File: src/rtl/serial_right_shifter_pkg.sv
// Shared encodings and helpers for the serial right shifter.
// Package name is shifter_pkg so existing imports keep working.
package shifter_pkg;

    localparam logic [1:0] SHIFT_LSR = 2'b00;
    localparam logic [1:0] SHIFT_ASR = 2'b01;
    localparam logic [1:0] SHIFT_ROR = 2'b10;

    typedef enum logic [1:0] {
        ST_IDLE  = 2'b00,
        ST_SHIFT = 2'b01,
        ST_DONE  = 2'b10
    } state_t;

    function automatic int unsigned min_amount(input int unsigned amt, input int unsigned width);
        return (amt < width) ? amt : width;
    endfunction

endpackage

File: src/rtl/serial_right_shifter_shift_step.sv
// Combinational one-bit right step: the vacated MSB takes the supplied fill bit.
module shift_step #(
    parameter int unsigned WIDTH = 16
) (
    input  logic [WIDTH-1:0] data,
    input  logic             fill,
    output logic [WIDTH-1:0] result
);

    assign result = {fill, data[WIDTH-1:1]};

endmodule

File: src/rtl/serial_right_shifter.sv
// Multi-cycle right shifter (logical/arithmetic, one bit per clock) with start/busy/done.
// Define SERIAL_RIGHT_SHIFTER_ROTATE_EN to make mode 2'b10 rotate right instead of logical.
module serial_right_shifter
    import shifter_pkg::*;
#(
    parameter int unsigned WIDTH     = 16,
    parameter int unsigned AMT_WIDTH = 8
) (
    input  logic                 clk,
    input  logic                 reset,
    input  logic                 start,
    input  logic [1:0]           mode,
    input  logic [WIDTH-1:0]     value,
    input  logic [AMT_WIDTH-1:0] shift_amount,
    output logic                 busy,
    output logic                 done,
    output logic [WIDTH-1:0]     shifted_value
);

    localparam int unsigned CNT_W = $clog2(WIDTH) + 1;

    state_t           state, state_nx;
    logic [WIDTH-1:0] shreg, shreg_nx;
    logic [WIDTH-1:0] result_nx;
    logic [WIDTH-1:0] step_out;
    logic [CNT_W-1:0] count, count_nx;
    logic [CNT_W-1:0] amount;
    logic             fill_bit, fill_nx;
    logic             step_fill;
    logic             busy_nx, done_nx;

`ifdef SERIAL_RIGHT_SHIFTER_ROTATE_EN
    logic rotate, rotate_nx;
    assign step_fill = rotate ? shreg[0] : fill_bit;
`else
    assign step_fill = fill_bit;
`endif

    shift_step #(.WIDTH(WIDTH)) u_step (
        .data   (shreg),
        .fill   (step_fill),
        .result (step_out)
    );

    // The result register is loaded on the same edge that enters DONE, so it is
    // already valid while done is high and then holds until the next accept.
    always_comb begin
        state_nx  = state;
        shreg_nx  = shreg;
        count_nx  = count;
        fill_nx   = fill_bit;
        result_nx = shifted_value;
        busy_nx   = busy;
        done_nx   = 1'b0;
        amount    = '0;
`ifdef SERIAL_RIGHT_SHIFTER_ROTATE_EN
        rotate_nx = rotate;
`endif
        case (state)
            ST_IDLE: begin
                if (start) begin
                    amount  = CNT_W'(min_amount(32'(shift_amount), WIDTH));
                    fill_nx = (mode == SHIFT_ASR) ? value[WIDTH-1] : 1'b0;
`ifdef SERIAL_RIGHT_SHIFTER_ROTATE_EN
                    rotate_nx = (mode == SHIFT_ROR);
                    if (mode == SHIFT_ROR) begin
                        amount = CNT_W'(32'(shift_amount) % WIDTH);
                    end
`endif
                    shreg_nx = value;
                    count_nx = amount;
                    busy_nx  = 1'b1;
                    if (amount == '0) begin
                        state_nx  = ST_DONE;
                        done_nx   = 1'b1;
                        result_nx = value;
                    end else begin
                        state_nx = ST_SHIFT;
                    end
                end
            end
            ST_SHIFT: begin
                shreg_nx = step_out;
                count_nx = count - 1'b1;
                if (count == CNT_W'(1)) begin
                    state_nx  = ST_DONE;
                    done_nx   = 1'b1;
                    result_nx = step_out;
                end
            end
            ST_DONE: begin
                state_nx = ST_IDLE;
                busy_nx  = 1'b0;
            end
            default: begin
                state_nx = ST_IDLE;
                busy_nx  = 1'b0;
            end
        endcase
    end

    always_ff @(posedge clk) begin
        if (reset) begin
            state         <= ST_IDLE;
            shreg         <= '0;
            count         <= '0;
            fill_bit      <= 1'b0;
            shifted_value <= '0;
            busy          <= 1'b0;
            done          <= 1'b0;
`ifdef SERIAL_RIGHT_SHIFTER_ROTATE_EN
            rotate        <= 1'b0;
`endif
        end else begin
            state         <= state_nx;
            shreg         <= shreg_nx;
            count         <= count_nx;
            fill_bit      <= fill_nx;
            shifted_value <= result_nx;
            busy          <= busy_nx;
            done          <= done_nx;
`ifdef SERIAL_RIGHT_SHIFTER_ROTATE_EN
            rotate        <= rotate_nx;
`endif
        end
    end

endmodule

File: config.mk
export PLATFORM = sky130hd
export DESIGN_NAME = serial_right_shifter
export DESIGN_NICKNAME = d
export VERILOG_FILES = /design/src/rtl/serial_right_shifter_pkg.sv /design/src/rtl/serial_right_shifter_shift_step.sv /design/src/rtl/serial_right_shifter.sv
export SDC_FILE = /design/constraint.sdc
export NUM_CORES = 1
export LEC_CHECK = 0
export BUFFER_PORTS_ARGS = -buffer_cell sky130_fd_sc_hd__clkbuf_2
export CORE_MARGIN = 1
export CORE_UTILIZATION = 50
export CTS_CLUSTER_DIAMETER = 150
export DETAILED_ROUTE_END_ITERATION = 10
export GPL_ROUTABILITY_DRIVEN = 0
export PLACE_DENSITY = 0.72
export SLEW_MARGIN = 40
export SYNTH_ARGS = -nofsm -noshare
export SYNTH_HDL_FRONTEND = slang
export SYNTH_HIERARCHICAL = 1
export SYNTH_SLANG_ARGS = --single-unit
export TNS_END_PERCENT = 30
File: constraint.sdc
create_clock -name clk -period 2.4 [get_ports clk]
set_clock_uncertainty 0.15 [all_clocks]
set_input_delay 0.36 -clock clk [delete_from_list [all_inputs] [get_ports clk]]
set_output_delay 0.36 -clock clk [all_outputs]
set_load 0.02 [all_outputs]
# Yosys cells after proc, flatten, opt, wreduce, memory -nomap -nowiden
# Index checks and enable logic that the tools add are counted.
[word_totals]
regBits = 42
in_bits = 29
out_inout_bits = 18
[classes]
add_sub_neg = 1
n_lt_le_gt_ge = 1
eq_ne = 6
muxes = 20
bitwise = 1
reduce_logical = 8
[ops]
columns = ["operator", "n"]
rows = [
  ["16-bit 2-to-1 mux", 4],
  ["16-bit case mux with 2 select lines", 2],
  ["5-bit 2-to-1 mux", 2],
  ["5-bit case mux with 2 select lines", 1],
  ["8-bit by 5-bit less-than comparator with 1-bit output (second input constant)", 1],
  ["2-bit AND reduction", 4],
  ["2-bit 2-to-1 mux", 3],
  ["2-bit inequality test (second input constant)", 3],
  ["5-bit by 1-bit == test with 1-bit output (second input constant)", 1],
  ["5-bit zero test", 1],
  ["1-bit 2-to-1 mux", 5],
  ["5-bit by 1-bit subtractor with 5-bit output (second input constant)", 1],
  ["2-bit by 1-bit == test with 1-bit output (second input constant)", 2],
  ["1-bit case mux with 2 select lines", 2],
  ["2-bit case mux with 2 select lines", 1],
  ["4-bit AND reduction", 1],
  ["2-bit zero test", 1],
  ["2-bit nonzero test", 1],
  ["1-bit inverter", 1],
]

# Depth between registers and ports, before layout
[depth]
word_depth = 6
mapped_depth = 7

# Modules after synthesis
# The synthesis kept the hierarchy.
[modules_own_cells]
columns = ["module", "instances", "cells_each", "area_each_um2", "seq_area_each_um2"]
rows = [
  ["serial_right_shifter", 1, 190, 1943.1, 840.8],
  ["shift_step", 1, 16, 120.1, 0.0],
]

# Least setup slack after synthesis
# Ideal clock, no wire load.
[synth_path]
kind = "input to register"
from = "input shift_amount[3]"
to = "register shifted_value[10]"
arrival_ns = 1.524
required_ns = 2.165
path_slack_ns = 0.642
path_stages = 6
path_cell_list = "nor4_2 nand3_2 and2_4 buf_6 buf_6 o31ai_2"
[synth_via]
elab_chain_len = 5
[synth_lines]
columns = ["element", "line_no", "source"]
rows = [
  ["start: declaration", "serial_right_shifter.sv:14", "input logic [AMT_WIDTH-1:0] shift_amount,"],
  ["8-bit by 5-bit less-than comparator with 1-bit output", "serial_right_shifter_pkg.sv:16", "return (amt < width) ? amt : width;"],
  ["5-bit 2-to-1 mux (*)", "serial_right_shifter_pkg.sv:16", ""],
  ["5-bit zero test (*)", "serial_right_shifter.sv:73", "if (amount == '0) begin"],
  ["2-bit inequality test (no source line) (*)", "-", ""],
  ["4-bit AND reduction (no source line) (*)", "-", ""],
  ["end signal: assignment", "serial_right_shifter.sv:119", "shifted_value <= result_nx;"],
  ["end: declaration", "serial_right_shifter.sv:17", "output logic [WIDTH-1:0] shifted_value"],
]
# Mark *: on every way between the ends. The rest lies on a longest branch, timed or not.
# A chain may end at the register's enable or synchronous reset.

# Worst setup path in the final report
[layout_path]
from = "register state[0]"
to = "register shreg[13]"
[layout_via]
elab_chain_len = 3
word_cells_on_any_way = 6
cone_classes = "eq/ne (2); mux (1); reduce/logical (3)"
[layout_lines]
columns = ["element", "line_no", "source"]
rows = [
  ["start: declaration", "serial_right_shifter.sv:22", "state_t state, state_nx;"],
  ["start signal: assignment", "serial_right_shifter.sv:115", "state <= state_nx;"],
  ["2-bit by 1-bit == test with 1-bit output / 2-bit zero test (equally long branches)", "serial_right_shifter.sv:59", "case (state)"],
  ["2-bit nonzero test (no source line) / 2-bit inequality test (equally long branches)", "-", ""],
  ["2-bit AND reduction (no source line)", "-", ""],
  ["end signal: assignment", "serial_right_shifter.sv:116", "shreg <= shreg_nx;"],
  ["end: declaration", "serial_right_shifter.sv:23", "logic [WIDTH-1:0] shreg, shreg_nx;"],
]
# Parallel ways exist; a longest one is shown, timed or not.

==> results.yml <==
critical_path:
  cp_data_arrival_time_ps: 1890
  critPathLaunchType: "flip-flop"
  critPathMaxFanout: 16
  worstPathRequired_ps: 2390
  crit_type: "flip-flop to flip-flop"
  endpoint_kind: "flip-flop"
  reg2reg_slack_ps: 510
timing:
  finalSetupTns_ps: 0
  setup_viol: 0
  max_slew_margin: 0.459
  period_needed_ps: 1890
  tightest_slew_ps: 812
  rsz0062_at_grt: "false"
  post-route-period-util: 0.789
  drv_slew: 0
  max_freq_ghz: 0.528
  hold_viol_final: 0
  timing.hold.ws_ps: 205
floorplan:
  initial_core_util: 0.539
  die_x_um: 65.8
  die-area_sq_um: 4320
  row_count: 22
  die_h_um: 65.8
  core_area_sq_um: 3770
  num_io_pins: 47
global_routing:
  antenna_found_initial: 0
  grt_overflow: 0
  grt_use_total: 0.192
  grt_max_degree: 47
  grt_pass1_vias: 1386
  grt_pass1_wl_mm: 6.16
yosys:
  yosys_warnings: 6
  avgSynthCellArea_sq_um: 10.0
  synthCells: 203
  synth_area_sq_um: 2030
  syn_nets: 234
route:
  first_pass_iters: 4
  vias: 1560
  drc_errors: 0
  wl_per_cell_um: 14.2
  wl_mm: 3.92
  drtAntennaViolNets: 0
  via_per_inst: 5.65
  drt_iter0_markers: 88
power:
  power.leakage_nw: 0.890
  ir_drop_mv: 0.383
  power.density_nw_per_um2: 650
finish:
  syn2layout_area_growth_pct: 10.0
  n_antenna_cell: 0
  drive_gt1_frac: 0.333
  finish.net_count: 259
clock_network:
  cts-buffers-inserted: 5
  clkLatencyLatePin_ps: 290
  htree_levels: 2
  clockBufferDepth: 2
  cts_sinks: 41
  cts-resized-gates: 0
  clk_pin_slew_ps: 70
  cts_setup_buffers: 0
  root_buffer: "clkbuf_8"
  cts_tree: "yes"
  ctsHoldBuffers: 0
placed_design:
  dpl.hpwl_mm: 2.68
  io_buffers: 46
job:
  drv_cap: 0
min_path:
  hp-class: "input pin to flip-flop"
status:
  outcome: "finished clean"
-- flip-flops by register name, indices dropped and copies added (netlist names) --
register       flops
busy               1
count              5
done               1
fill_bit           1
shifted_value     16
shreg             15
state              2
-- final timing paths --
kind	from	to	cells past startpoint
min	shift_amount[0]	count[0]$_SDFFE_PP0P_	3
max reg2reg	state[0]$_SDFFE_PP0P_	shreg[13]$_SDFFE_PP0P_	4
min reg2reg	fill_bit$_SDFFE_PP0P_	fill_bit$_SDFFE_PP0P_	2
max	state[0]$_SDFFE_PP0P_	shreg[13]$_SDFFE_PP0P_	4
-- worst max-delay path, stage by stage, from the launching register on --
cell      delay [ps]
dfxtp_1          460
and2b_1          270
buf_4            340
mux2i_1          400
a211oi_1         120
-- cell type report --
cell class | count | area [sq um]
Sequential cell | 41 | 821
Fill cell | 358 | 1540
Clock buffer | 7 | 86.3
Timing Repair Buffer | 51 | 268
Multi-Input combinational cell | 126 | 990
Inverter | 3 | 11.3
Tap cell | 48 | 60.1
-- cell usage in the layout (no fill, tap or decap), types with 2 or more instances in the layout --
cell type	count
nor4_2	2
nor2_1	26
o31ai_2	8
nor3_1	4
buf_4	5
nand4b_1	16
inv_1	3
clkbuf_8	6
o31ai_4	2
nand3_1	2
dfxtp_1	41
a211oi_1	17
a21oi_1	6
clkbuf_2	45
mux2i_1	16
ha_1	2
a221oi_1	2
o31ai_1	6
-- routing by layer --
metal | global-route usage | wire [um]
met3 | 0.0642 | 201
met2 | 0.310 | 1840
met1 | 0.225 | 1810
met5 | 0 | 0
met4 | 0.0897 | 63
-- per-stage QoR --
step	setup slack, ps	area, sq um	std cells	util	total power, mW
4_1_cts	508	2240	276	0.593	1.47
6_report	507	2240	276	0.593	1.45
2_1_floorplan	642	2030	203	-	0.991
5_1_grt	417	2240	276	0.593	1.53
3_3_place_gp	503	2150	269	0.570	1.02
3_5_place_dp	460	2150	269	0.570	1.02
-- report_power, final --
part,internal [mW],leakage [nW],switching [mW]
Sequential,0.726,0.336,0.0310
Clock,0.228,0.0443,0.219
Combinational,0.104,0.510,0.145
(Power assumes the default switching activity.)
